File: src/rtl/alu_iter_md.sv
// -----------------------------------------------------------------------------
// alu_iter_md
//
// Execute-stage ALU with a valid/ready handshake on both sides. Single-cycle
// integer ops (ADD, SLL, SUB, SLT, XOR, SRL, OR, AND, SRA, SLTU) produce a
// registered result one cycle after acceptance. The RV32M-style ops (MUL,
// MULHU, DIV, DIVU, REM, REMU) run on an iterative radix-2 datapath: WIDTH
// shift-add / restoring-subtract steps followed by one sign-fix cycle.
// Result and flags are registered and held until the consumer takes them.
//
// Configuration macro:
//   ALU_ITER_MD_EN  defined   -> iterative MUL/DIV path and busy logic present.
//                   undefined -> opcodes 1010-1111 finish in one cycle with
//                                result 0 (zf=1, other flags 0), busy tied 0,
//                                no multiply/divide datapath.
//
// Parameters:
//   WIDTH  datapath width (power of two, >= 8)
//   SHW    shift-amount bits taken from src_b[SHW-1:0]
//
// Ports:
//   clk        rising-edge clock
//   rst_n      asynchronous active-low reset
//   in_valid   operation offered            in_ready   unit can accept
//   op         4-bit opcode                 src_a/b    operands
//   out_valid  result and flags valid       out_ready  consumer accepts result
//   result     registered result
//   zf/sf      zero / sign of result
//   cf         ADD carry-out, SUB borrow, else 0
//   of         ADD/SUB signed overflow, else 0
//   busy       iterative operation in progress
// -----------------------------------------------------------------------------
module alu_iter_md #(
  parameter int WIDTH = 32,
  parameter int SHW   = $clog2(WIDTH)
) (
  input  logic             clk,
  input  logic             rst_n,
  input  logic             in_valid,
  output logic             in_ready,
  input  logic [3:0]       op,
  input  logic [WIDTH-1:0] src_a,
  input  logic [WIDTH-1:0] src_b,
  output logic             out_valid,
  input  logic             out_ready,
  output logic [WIDTH-1:0] result,
  output logic             zf,
  output logic             sf,
  output logic             cf,
  output logic             of,
  output logic             busy
);

  typedef enum logic [2:0] {
    S_IDLE = 3'd0,
    S_MUL  = 3'd1,
    S_DIV  = 3'd2,
    S_FIX  = 3'd3,
    S_DONE = 3'd4
  } state_e;

  state_e           state_q, state_d;
  logic [WIDTH-1:0] result_q, result_d;
  logic             zf_q, zf_d;
  logic             sf_q, sf_d;
  logic             cf_q, cf_d;
  logic             of_q, of_d;

  logic             accept;
  logic             load_res;
  logic [WIDTH-1:0] new_res;
  logic             new_cf;
  logic             new_of;

  // ---------------------------------------------------------------------------
  // Handshake. DONE acts like IDLE while its result is being drained, so a
  // result can leave and a new op enter on the same edge.
  // ---------------------------------------------------------------------------
  assign out_valid = (state_q == S_DONE);
  assign in_ready  = ((state_q == S_IDLE) || (state_q == S_DONE)) &&
                     (!out_valid || out_ready);
  assign accept    = in_valid && in_ready;

  assign result = result_q;
  assign zf     = zf_q;
  assign sf     = sf_q;
  assign cf     = cf_q;
  assign of     = of_q;

  // ---------------------------------------------------------------------------
  // Single-cycle datapath
  // ---------------------------------------------------------------------------
  logic [WIDTH:0]   add_full;
  logic [WIDTH:0]   sub_full;
  logic [SHW-1:0]   shamt;
  logic [WIDTH-1:0] alu_res;
  logic             alu_cf;
  logic             alu_of;

  assign shamt    = src_b[SHW-1:0];
  assign add_full = {1'b0, src_a} + {1'b0, src_b};
  // Top bit of the widened difference is the unsigned borrow.
  assign sub_full = {1'b0, src_a} - {1'b0, src_b};

  always_comb begin
    alu_res = '0;
    alu_cf  = 1'b0;
    alu_of  = 1'b0;
    case (op)
      4'b0000: begin
        alu_res = add_full[WIDTH-1:0];
        alu_cf  = add_full[WIDTH];
        alu_of  = (src_a[WIDTH-1] == src_b[WIDTH-1]) &&
                  (add_full[WIDTH-1] != src_a[WIDTH-1]);
      end
      4'b0001: alu_res = src_a << shamt;
      4'b0010: begin
        alu_res = sub_full[WIDTH-1:0];
        alu_cf  = sub_full[WIDTH];
        alu_of  = (src_a[WIDTH-1] != src_b[WIDTH-1]) &&
                  (sub_full[WIDTH-1] != src_a[WIDTH-1]);
      end
      4'b0011: alu_res = {{(WIDTH-1){1'b0}}, ($signed(src_a) < $signed(src_b))};
      4'b0100: alu_res = src_a ^ src_b;
      4'b0101: alu_res = src_a >> shamt;
      4'b0110: alu_res = src_a | src_b;
      4'b0111: alu_res = src_a & src_b;
      4'b1000: alu_res = $unsigned($signed(src_a) >>> shamt);
      4'b1001: alu_res = {{(WIDTH-1){1'b0}}, (src_a < src_b)};
      // M-extension opcodes: zero here; the iterative path overrides when built.
      default: alu_res = '0;
    endcase
  end

`ifdef ALU_ITER_MD_EN
  // ---------------------------------------------------------------------------
  // Iterative multiply / divide datapath
  //
  // hi_q/lo_q form a 2*WIDTH working register:
  //   MUL: hi = partial product, lo = multiplier shifting out LSB-first
  //   DIV: hi = partial remainder, lo = dividend shifting into quotient
  // opd_q holds the multiplicand or the divisor magnitude.
  // ---------------------------------------------------------------------------
  localparam logic [WIDTH-1:0] MOST_NEG = {1'b1, {(WIDTH-1){1'b0}}};

  logic [SHW-1:0]   count_q, count_d;
  logic [WIDTH-1:0] hi_q, hi_d;
  logic [WIDTH-1:0] lo_q, lo_d;
  logic [WIDTH-1:0] opd_q, opd_d;
  logic [2:0]       op_q, op_d;
  logic             quot_neg_q, quot_neg_d;
  logic             rem_neg_q, rem_neg_d;

  logic             is_md;
  logic             is_div;
  logic             div_signed;
  logic             div_zero;
  logic             div_ovf;
  logic [WIDTH-1:0] mag_a;
  logic [WIDTH-1:0] mag_b;
  logic [WIDTH-1:0] special_res;

  logic [WIDTH:0]   mul_sum;
  logic [WIDTH:0]   div_shift;
  logic [WIDTH:0]   div_trial;
  logic [WIDTH-1:0] fix_res;

  assign is_md      = op[3] && (op[2] || op[1]);
  assign is_div     = op[3] && op[2];
  assign div_signed = is_div && !op[0];
  assign div_zero   = is_div && (src_b == '0);
  assign div_ovf    = div_signed && (src_a == MOST_NEG) && (src_b == '1);

  assign mag_a = (div_signed && src_a[WIDTH-1]) ? -src_a : src_a;
  assign mag_b = (div_signed && src_b[WIDTH-1]) ? -src_b : src_b;

  // op[1] selects remainder among the divide opcodes.
  always_comb begin
    special_res = '0;
    if (div_zero) begin
      special_res = op[1] ? src_a : '1;
    end else begin
      special_res = op[1] ? '0 : MOST_NEG;
    end
  end

  // Shift-add: carry out of the add becomes the new top bit after shifting.
  assign mul_sum   = {1'b0, hi_q} + (lo_q[0] ? {1'b0, opd_q} : '0);
  // Restoring divide: remainder needs one extra bit before the trial subtract.
  assign div_shift = {hi_q, lo_q[WIDTH-1]};
  assign div_trial = div_shift - {1'b0, opd_q};

  always_comb begin
    fix_res = '0;
    if (!op_q[2]) begin
      fix_res = op_q[0] ? hi_q : lo_q;
    end else if (!op_q[1]) begin
      fix_res = quot_neg_q ? -lo_q : lo_q;
    end else begin
      fix_res = rem_neg_q ? -hi_q : hi_q;
    end
  end

  assign busy = (state_q == S_MUL) || (state_q == S_DIV) || (state_q == S_FIX);

  always_ff @(posedge clk or negedge rst_n) begin
    if (!rst_n) begin
      count_q    <= '0;
      hi_q       <= '0;
      lo_q       <= '0;
      opd_q      <= '0;
      op_q       <= '0;
      quot_neg_q <= 1'b0;
      rem_neg_q  <= 1'b0;
    end else begin
      count_q    <= count_d;
      hi_q       <= hi_d;
      lo_q       <= lo_d;
      opd_q      <= opd_d;
      op_q       <= op_d;
      quot_neg_q <= quot_neg_d;
      rem_neg_q  <= rem_neg_d;
    end
  end
`else
  assign busy = 1'b0;
`endif

  // ---------------------------------------------------------------------------
  // FSM next state and datapath control
  // ---------------------------------------------------------------------------
  always_comb begin
    state_d  = state_q;
    load_res = 1'b0;
    new_res  = '0;
    new_cf   = 1'b0;
    new_of   = 1'b0;
`ifdef ALU_ITER_MD_EN
    count_d    = count_q;
    hi_d       = hi_q;
    lo_d       = lo_q;
    opd_d      = opd_q;
    op_d       = op_q;
    quot_neg_d = quot_neg_q;
    rem_neg_d  = rem_neg_q;
`endif
    case (state_q)
      S_IDLE, S_DONE: begin
        if (out_ready) begin
          state_d = S_IDLE;
        end
        if (accept) begin
          state_d  = S_DONE;
          load_res = 1'b1;
          new_res  = alu_res;
          new_cf   = alu_cf;
          new_of   = alu_of;
`ifdef ALU_ITER_MD_EN
          if (is_md) begin
            new_cf = 1'b0;
            new_of = 1'b0;
            if (div_zero || div_ovf) begin
              new_res = special_res;
            end else begin
              load_res = 1'b0;
              state_d  = is_div ? S_DIV : S_MUL;
              count_d  = SHW'(WIDTH - 1);
              op_d     = op[2:0];
              hi_d     = '0;
              if (is_div) begin
                lo_d       = mag_a;
                opd_d      = mag_b;
                quot_neg_d = div_signed && (src_a[WIDTH-1] != src_b[WIDTH-1]);
                rem_neg_d  = div_signed && src_a[WIDTH-1];
              end else begin
                lo_d       = src_b;
                opd_d      = src_a;
                quot_neg_d = 1'b0;
                rem_neg_d  = 1'b0;
              end
            end
          end
`endif
        end
      end
`ifdef ALU_ITER_MD_EN
      S_MUL: begin
        hi_d = mul_sum[WIDTH:1];
        lo_d = {mul_sum[0], lo_q[WIDTH-1:1]};
        if (count_q == '0) begin
          state_d = S_FIX;
        end else begin
          count_d = count_q - SHW'(1);
        end
      end
      S_DIV: begin
        if (!div_trial[WIDTH]) begin
          hi_d = div_trial[WIDTH-1:0];
          lo_d = {lo_q[WIDTH-2:0], 1'b1};
        end else begin
          hi_d = div_shift[WIDTH-1:0];
          lo_d = {lo_q[WIDTH-2:0], 1'b0};
        end
        if (count_q == '0) begin
          state_d = S_FIX;
        end else begin
          count_d = count_q - SHW'(1);
        end
      end
      S_FIX: begin
        load_res = 1'b1;
        new_res  = fix_res;
        state_d  = S_DONE;
      end
`endif
      default: state_d = S_IDLE;
    endcase
  end

  // Flags derive from the value being loaded so they always match result.
  always_comb begin
    result_d = result_q;
    zf_d     = zf_q;
    sf_d     = sf_q;
    cf_d     = cf_q;
    of_d     = of_q;
    if (load_res) begin
      result_d = new_res;
      zf_d     = (new_res == '0);
      sf_d     = new_res[WIDTH-1];
      cf_d     = new_cf;
      of_d     = new_of;
    end
  end

  always_ff @(posedge clk or negedge rst_n) begin
    if (!rst_n) begin
      state_q  <= S_IDLE;
      result_q <= '0;
      zf_q     <= 1'b1;
      sf_q     <= 1'b0;
      cf_q     <= 1'b0;
      of_q     <= 1'b0;
    end else begin
      state_q  <= state_d;
      result_q <= result_d;
      zf_q     <= zf_d;
      sf_q     <= sf_d;
      cf_q     <= cf_d;
      of_q     <= of_d;
    end
  end

endmodule

File: config.mk
export PLATFORM = sky130hd
export DESIGN_NAME = alu_iter_md
export DESIGN_NICKNAME = d
export VERILOG_FILES = /design/src/rtl/alu_iter_md.sv
export SDC_FILE = /design/constraint.sdc
export NUM_CORES = 1
export LEC_CHECK = 0
export ABC_CLOCK_PERIOD_IN_PS = 3200
export CAP_MARGIN = 0
export CORE_MARGIN = 2
export CORE_UTILIZATION = 23
export DETAILED_ROUTE_END_ITERATION = 8
export SETUP_SLACK_MARGIN = 0.05
export SYNTH_ARGS = -nofsm -noshare
export SYNTH_HDL_FRONTEND = slang
export SYNTH_SLANG_ARGS = --single-unit
File: constraint.sdc
create_clock -name clk -period 3.2 [get_ports clk]
set_clock_uncertainty 0.15 [all_clocks]
set_input_delay 0.64 -clock clk [delete_from_list [all_inputs] [get_ports clk]]
set_output_delay 0.64 -clock clk [all_outputs]
set_load 0.005 [all_outputs]
; Word level (Yosys, flattened, before mapping)
; Cells that the tools add are included.
[classes]
n_addsub = 2
order_cmp = 2
n_eq_ne = 15
shifts = 3
mux = 14
n_bitwise = 3
n_reduce_logical = 11
[ops]
columns = op, count
row1 = $pmux W32 S10, 1
row2 = $lt A32 B32 Y1, 2
row3 = $mux W32, 2
row4 = $add A32 B32 Y33, 1
row5 = $sub A32 B32 Y33, 1
row6 = $and A32 B32 Y32, 1
row7 = $logic_not A32 Y1, 1
row8 = $or A32 B32 Y32, 1
row9 = $shl A32 B5 Y32, 1
row10 = $shr A32 B5 Y32, 1
row11 = $sshr A32 B5 Y32, 1
row12 = $xor A32 B32 Y32, 1
row13 = $eq A4 B3 Y1 const B, 4
row14 = $mux W3, 3
row15 = $eq A4 B2 Y1 const B, 2
row16 = $eq A4 B4 Y1 const B, 2
row17 = $mux W1, 6
row18 = $eq A4 B1 Y1 const B, 1
row19 = $logic_and A1 B1 Y1, 4
row20 = $logic_not A4 Y1, 1
row21 = $pmux W1 S2, 2
row22 = $eq A3 B3 Y1 const B, 1
row23 = $logic_not A3 Y1, 1
row24 = $ne A1 B1 Y1, 3
row25 = 5 further kinds, 6
[totals]
reg_bits = 39
in_bits = 72
out_inout_bits = 39

; Depth between registers and ports, before layout
; Gate-level depths: netlist (run 1).
[depth]
depth_word = 8
depth_mapped = 19

; Least setup slack after synthesis (run 1)
; No wires, ideal clock.
[synth_path]
path_type = input -> register
start = input port src_b[2]
end = register zf_q, in the netlist zf
setup_ps = 97
arrival_ps = 5019
slack_ps = -2066
cell_stages = 19
path_cell_list = buf_2 > inv_1 > buf_2 > clkbuf_1 > buf_2 > buf_1 > ha_1 > clkbuf_1 > a211o_1 > a211o_1 > a22o_1 > nor2_1 > xnor2_1 > a221o_1 > o41ai_1 > nand4_1 > nor4_1 > nand4bb_1 > o41ai_2
[synth_via]
elab_chain_cells = 5
word_cells_on_any_way = 14
cone_classes = 2 x add/sub / 2 x order compare / 3 x shift / 3 x mux / 3 x bitwise / 1 x reduce/logical
[synth_rtl]
columns = element, line
row1 = from (decl), 43  ; input logic [WIDTH-1:0] src_b,
row2 = $sub A32 B32 Y33 (tied with other cells), 103  ; assign sub_full = {1'b0, src_a} - {1'b0, src_b};
row3 = $pmux W32 S10 (*), 109  ; case (op)
row4 = $mux W32 (*), 252  ; if (accept) begin
row5 = $mux W32 (*), 247  ; case (state_q)
row6 = $logic_not A32 Y1 (*), 329  ; zf_d = (new_res == '0);
row7 = to (signal assigned), 347  ; zf_q <= zf_d;
row8 = to (decl), 64  ; logic zf_q, zf_d;
; Every way passes the cells marked *; elsewhere a longest branch is shown, timed or not.
; A chain may end at the register's enable or synchronous reset.

; Worst setup path after layout (run 1)
[layout_path]
start = input port op[0]
end = register zf_q, in the netlist zf
[layout_via]
elab_chain_cells = 5
word_cells_on_any_way = 14
cone_classes = 9 x eq/ne / 3 x mux / 2 x reduce/logical
[layout_rtl]
columns = element, line
row1 = from (decl), 41  ; input logic [3:0] op,
row2 = $eq A4 B4 Y1 (tied with other cells), 109
row3 = $pmux W32 S10 (*), 109
row4 = $mux W32 (*), 252
row5 = $mux W32 (*), 247
row6 = $logic_not A32 Y1 (*), 329
; Marked as above.

==> metrics.cfg, run 1 <==
[drt]
drt_pass1_iterations=7
via_per_inst=5.68
routedWlPerCell_um=25.6
vias=17900
ant_nets=0
drt_wl_total_mm=80.6
drc=0
drt_iter0_drc=1859

[placement]
port-buffer-count=109
place.detailed.hpwl_mm=65.3
pre_cts_ws_ns=-1.84
dp_cells=3063
place_area_um2=18900
gp_congestion=1.04

[pwr]
p_leak_nw=9.72
clockPowerShare=0.103
peakVddDrop_v=0.000186
power.switching_mw=2.27
power_mw=5.02
share_comb_of_total_power=0.786
p_sw_frac=0.453
p_int_mw=2.75
pwr_density_cell_nw_per_um2=229
pwr-share-seq=0.111

[logic_synthesis]
synth-warning-count=0
synth_seq_area_share=0.0757
synth_area_leaders=ha_1, dfrtp_1, mux2i_1
ys_ff_latch=36
syn_avg_cell_area_um2=7.02
synth_area_um2=11900
synth_top_area_share=0.110
synth.distinct_cells=83
synth_nets=1876
synth_top_flop_cell=dfrtp_1
synth_cells=1697
synth_top_area_cell=ha_1
async_flop_share=1.00
synth_edf_count=0

[setup_path]
crit_chain=buf_2 > nor2_1 > buf_4 > buf_4 > a22oi_1 > o32ai_1 > or4_4 > nor4_4 > buf_4 > nand4_1 > a21oi_2 > nand4bb_1 > o41ai_2
critPathMaxStageDelay_ns=0.62
crit_path_end=zf
r2r_cells=10
worstSetupPathType=primary input to register
crit_arrival_ns=4.11
cp_common_cell=buf_4
crit_fanout=19
regToRegSetupSlack_ns=0.58
end_kind=register
slowest_stage=or4_4
r2r_end=zf
reg2reg_from=state_q[2]
crit_family=simple AND/OR/NAND/NOR gates
cp.depth=13
worstPathRequired_ns=3.24
critPathLaunch=op[0]
path_buf_inv=4
startpoint_type=primary input

[global_routing]
antenna_found_initial=1
grt_pass1_wl_mm=117
grt_usage=0.291
grt_overflow_total=0
grt_pass1_vias=17800
grt_max_degree=38

[timing]
slew_violations=0
slew_headroom=0.381
fmax_ghz=0.246
hold_viol_final=0
hold_ws_ns=0.299
fin_ws_ns=-0.870
setup_viol=22
tightest_slew_ns=0.921
rsz0062_at_grt=true
period_minus_slack_ns=4.07
min_period_over_period=1.27

[clock_tree]
ctsHtreeMaxLevel=2
cts_tree=yes
postCtsHoldBufs=0
clockBufferDepth=2
cts_root_buffer=clkbuf_16
cts_made_buffers=5
numClockSinks=36
insertion_delay_ns=0.28
cts.reportedPaths.clkPinSlew_ns=0.06

[cells_and_area]
final_cell_area_um2=22000
drive_gt1_frac=0.506
stdcell_count=3149
nets=2647
final_cell_mix=buf_4, nand2_1, nor2_1
final_common_cell=buf_4
area_growth_pct=84.2

[floorplanning]
ios=111
core-area_um2=51300
dieArea_um2=53700
die_h_um=232
start_util=0.232
die_w_um=232
placementRows=83

[outcome]
failed_checks=setup timing
status=finished with violations

[worst_hold_path]
hold_path.class=primary input to asynchronous set/reset pin

[run]
max_cap_viol_count=0

[repair_timing]
| item | CTS | global route |
|---|---|---|
| setup endpoints to repair | 35 | 33 |
| gates resized for setup | 577 | 126 |
| gates cloned | 1 | 0 |
| pin swaps | 123 | 91 |
| setup buffers | 61 | 29 |
[metal layers]
layer / share of wire / vias to the layer above / track usage
li1: - / 7916 / -
met4: 0.074 / 0 / 0.172
met5: 0 / - / 0
met2: 0.45 / 956 / 0.478
met3: 0.067 / 237 / 0.0320
met1: 0.41 / 8773 / 0.368
[layout make-up]
cell class              instances  area [µm²]
diodes                          1        2.50
clock buffers                   7         153
fillers                      5184       29300
inverters                     107         430
multi-input cells            1420       12200
flip-flops and latches         36         902
well taps                     680         851
repair buffers                898        7430
[flip-flops by register name (all words and copies together), names as in the netlist]
signal   flops
cf           1
zf           1
state_q      1
result      32
of           1
[synthesized netlist by cell type (15+ instances only)]
cell type / n
a211oi_1: 44
a21o_1: 32
a21oi_1: 127
a22o_1: 15
a22oi_1: 30
a31oi_1: 18
buf_2: 33
clkbuf_1: 80
dfrtp_1: 35
ha_1: 105
inv_1: 102
mux2_2: 40
mux2i_1: 81
mux4_2: 28
nand2_1: 182
nand2b_1: 23
nand3_1: 30
nand4_1: 24
nor2_1: 131
nor2b_1: 24
nor3_1: 51
nor4_1: 20
o211ai_1: 28
o21ai_0: 111
o22ai_1: 28
o31ai_1: 17
[worst min-delay path by stage]
| stage | startpoint | slack, ns | cells after the start | endpoint |
|---|---|---|---|---|
| 2_1_floorplan | rst_n | 0.19 | 0 | cf |
| 3_3_place_gp | result[12] | 0.31 | 1 | result[12] |
| 3_5_place_dp | result[12] | 0.31 | 1 | result[12] |
| 4_1_cts | result[12] | 0.33 | 1 | result[12] |
| 5_1_grt | result[12] | 0.33 | 1 | result[12] |
| 6_report | rst_n | 0.30 | 1 | of |
[power groups by stage]
stage	clock, mW	sequential (mW)	combinational (mW)
6_report	0.517	0.558	3.94
5_1_grt	0.548	0.563	4.12
4_1_cts	0.523	0.558	3.72
3_5_place_dp	0	0.565	3.24
3_3_place_gp	0	0.562	3.23
2_1_floorplan	0	0.562	1.40
[cells by family (layout without fill, tap and decap cells)]
logic type      count (synthesis)  after routing  synth area share
other cells                     1              2          0.000315
mux                           150            150             0.160
buf+inv                       241           1012            0.0817
fa+ha+maj                     107            107             0.114
xor+xnor                       15             15            0.0110
simple gates                  562            562             0.228
flops                          36             36            0.0757
compound gates                585            585             0.330
[stage by stage]
step	util	TNS, ns
CTS	0.417	-5.66
detailed placement	0.368	-36.28
finish	0.428	-5.74
global route	0.428	-7.07
global placement	0.368	-35.92
floorplan	-	-9.73
Note: power is estimated with default switching activity, not from simulation.
==> run 2, diff against run 1 <==
--- a/config.mk
+++ b/config.mk
@@ -7,9 +7,10 @@
 export LEC_CHECK = 0
 export ABC_CLOCK_PERIOD_IN_PS = 3200
 export CAP_MARGIN = 0
-export CORE_MARGIN = 2
+export CORE_MARGIN = 5
 export CORE_UTILIZATION = 23
 export DETAILED_ROUTE_END_ITERATION = 8
+export GPL_ROUTABILITY_DRIVEN = 0
 export SETUP_SLACK_MARGIN = 0.05
 export SYNTH_ARGS = -nofsm -noshare
 export SYNTH_HDL_FRONTEND = slang
==> metrics.cfg, run 2 (same netlist as run 1, synthesis figures left out) <==
[floorplanning]
placementRows=83
start_util=0.232
dieArea_um2=56500
die_h_um=238
ios=111
core-area_um2=51300
die_w_um=238

[timing]
hold_ws_ns=0.305
min_period_over_period=1.28
setup_viol=22
rsz0062_at_grt=true
fin_ws_ns=-0.911
tightest_slew_ns=0.815
period_minus_slack_ns=4.11
fmax_ghz=0.243
slew_headroom=0.457
slew_violations=0
hold_viol_final=0
tns_ns=-7.61

[setup_path]
crit_chain=buf_12 > ha_4 > fa_2 > a211o_1 > a21oi_2 > o21ai_1 > mux2i_1 > nor4_1 > or4_4 > o41ai_2 > nand4_1 > nor4_2 > nand4bb_1 > o41ai_2
worstPathRequired_ns=3.23
startpoint_type=primary input
crit_fanout=6
regToRegSetupSlack_ns=0.52
critPathMaxStageDelay_ns=0.57
end_kind=register
cp_common_cell=o41ai_2
crit_arrival_ns=4.15
slowest_stage=or4_4
worstSetupPathType=primary input to register

[placement]
pre_cts_ws_ns=-1.80
place.detailed.hpwl_mm=57.4
dp_cells=3011
port-buffer-count=109
place_area_um2=18500

[drt]
routedWlPerCell_um=23.8
vias=18400
via_per_inst=5.87
drt_pass1_iterations=6
drt_iter0_drc=2703
ant_nets=0
drt_wl_total_mm=74.4
drc=0

[clock_tree]
postCtsHoldBufs=0
cts_made_buffers=5
clockBufferDepth=2
cts_tree=yes
cts.reportedPaths.clkPinSlew_ns=0.06
numClockSinks=36
cts_root_buffer=clkbuf_16
ctsHtreeMaxLevel=2
insertion_delay_ns=0.28

[cells_and_area]
largest_register_ffs=32
final_cell_mix=buf_4, nand2_1, nor2_1
final_common_cell=buf_4
area_growth_pct=82.1
fin_util=0.423
nets=2628
n_antenna_cell=0
drive_gt1_frac=0.496
final_cell_area_um2=21700
fillCellCount=4950
stdcell_count=3130

[global_routing]
grt_max_degree=43
busiest_layer=met2
grt_usage=0.244
grtUsageMet1=0.300
met3_usage=0.0403
grtUsageMet2=0.386
grt_pass1_wl_mm=109
antenna_found_initial=1
grt_pass1_vias=18100
grt_overflow_total=0

[outcome]
failed_checks=setup timing
status=finished with violations

[pwr]
pwr_density_cell_nw_per_um2=229
p_leak_nw=9.61
power_mw=4.96
peakVddDrop_v=0.000279

[run]
max_cap_viol_count=0

[worst_hold_path]
hold_path.class=primary input to asynchronous set/reset pin

-- run 2: cell types whose count changed in the layout (fill, tap and decap cells not counted), sizes merged --
| cell | before | now |
|---|---|---|
| clkinvlp | 1 | 2 |
| dlygate4sd2 | 17 | 18 |
| diode | 1 | 0 |
| bufbuf | 1 | 0 |
| buf | 819 | 795 |
| clkdlybuf4s15 | 7 | 11 |
| dlymetal6s2s | 2 | 0 |
| clkbuf | 13 | 15 |
| inv | 102 | 101 |
| clkinv | 4 | 6 |
-- run 2: layer usage --
| metal | share of wire | routed length [µm] | up-vias |
|---|---|---|---|
| li1 | - | - | 7878 |
| met1 | 0.37 | 27200 | 8604 |
| met2 | 0.43 | 31800 | 1459 |
| met3 | 0.10 | 7600 | 436 |
| met4 | 0.10 | 7680 | 2 |
| met5 | 0.00017 | 13 | - |
-- run 2: worst paths after layout --
kind | from | endpoint | depth (start not counted)
worst max-delay path | src_b[0] | zf | 14
worst min-delay path | rst_n | result[24] | 1
worst max register to register | state_q[2] | zf | 11
worst min register to register | result[12] | result[12] | 1
max in group asynchronous | rst_n | result[5] | 1
min in group clk | result[12] | result[12] | 1
-- run 2: final cells by class --
class | count | area [µm²] | area share
clock buffers | 6 | 139 | 0.00640
clock inverters | 2 | 10.0 | 0.000461
inverters | 107 | 443 | 0.0204
multi-input cells | 1420 | 12000 | 0.553
flip-flops and latches | 36 | 902 | 0.0416
well taps | 680 | 851 | 0.0392
repair buffers | 879 | 7360 | 0.339
-- run 2: critical path, delay by kind of cell --
family | cells | cell delay, ns
and+or+nand+nor | 5 | 1.42
AOI/OAI and AO/OA | 5 | 1.25
adders and majority gates | 2 | 0.49
muxes | 1 | 0.22
buffers and inverters | 1 | 0.12
-- run 2: what timing repair did --
action,4_1_cts,5_1_grt
endpoints found under the setup margin,35,33
pin swaps,129,87
buffers inserted,93,41
cloned,3,2
resized for setup,552,119
-- run 2: power breakdown --
part           total [mW]  internal, mW  switching [mW]
Clock               0.484         0.306           0.178
Combinational        3.93          1.91            2.01
Sequential          0.556         0.518          0.0372
Total                4.96          2.74            2.23
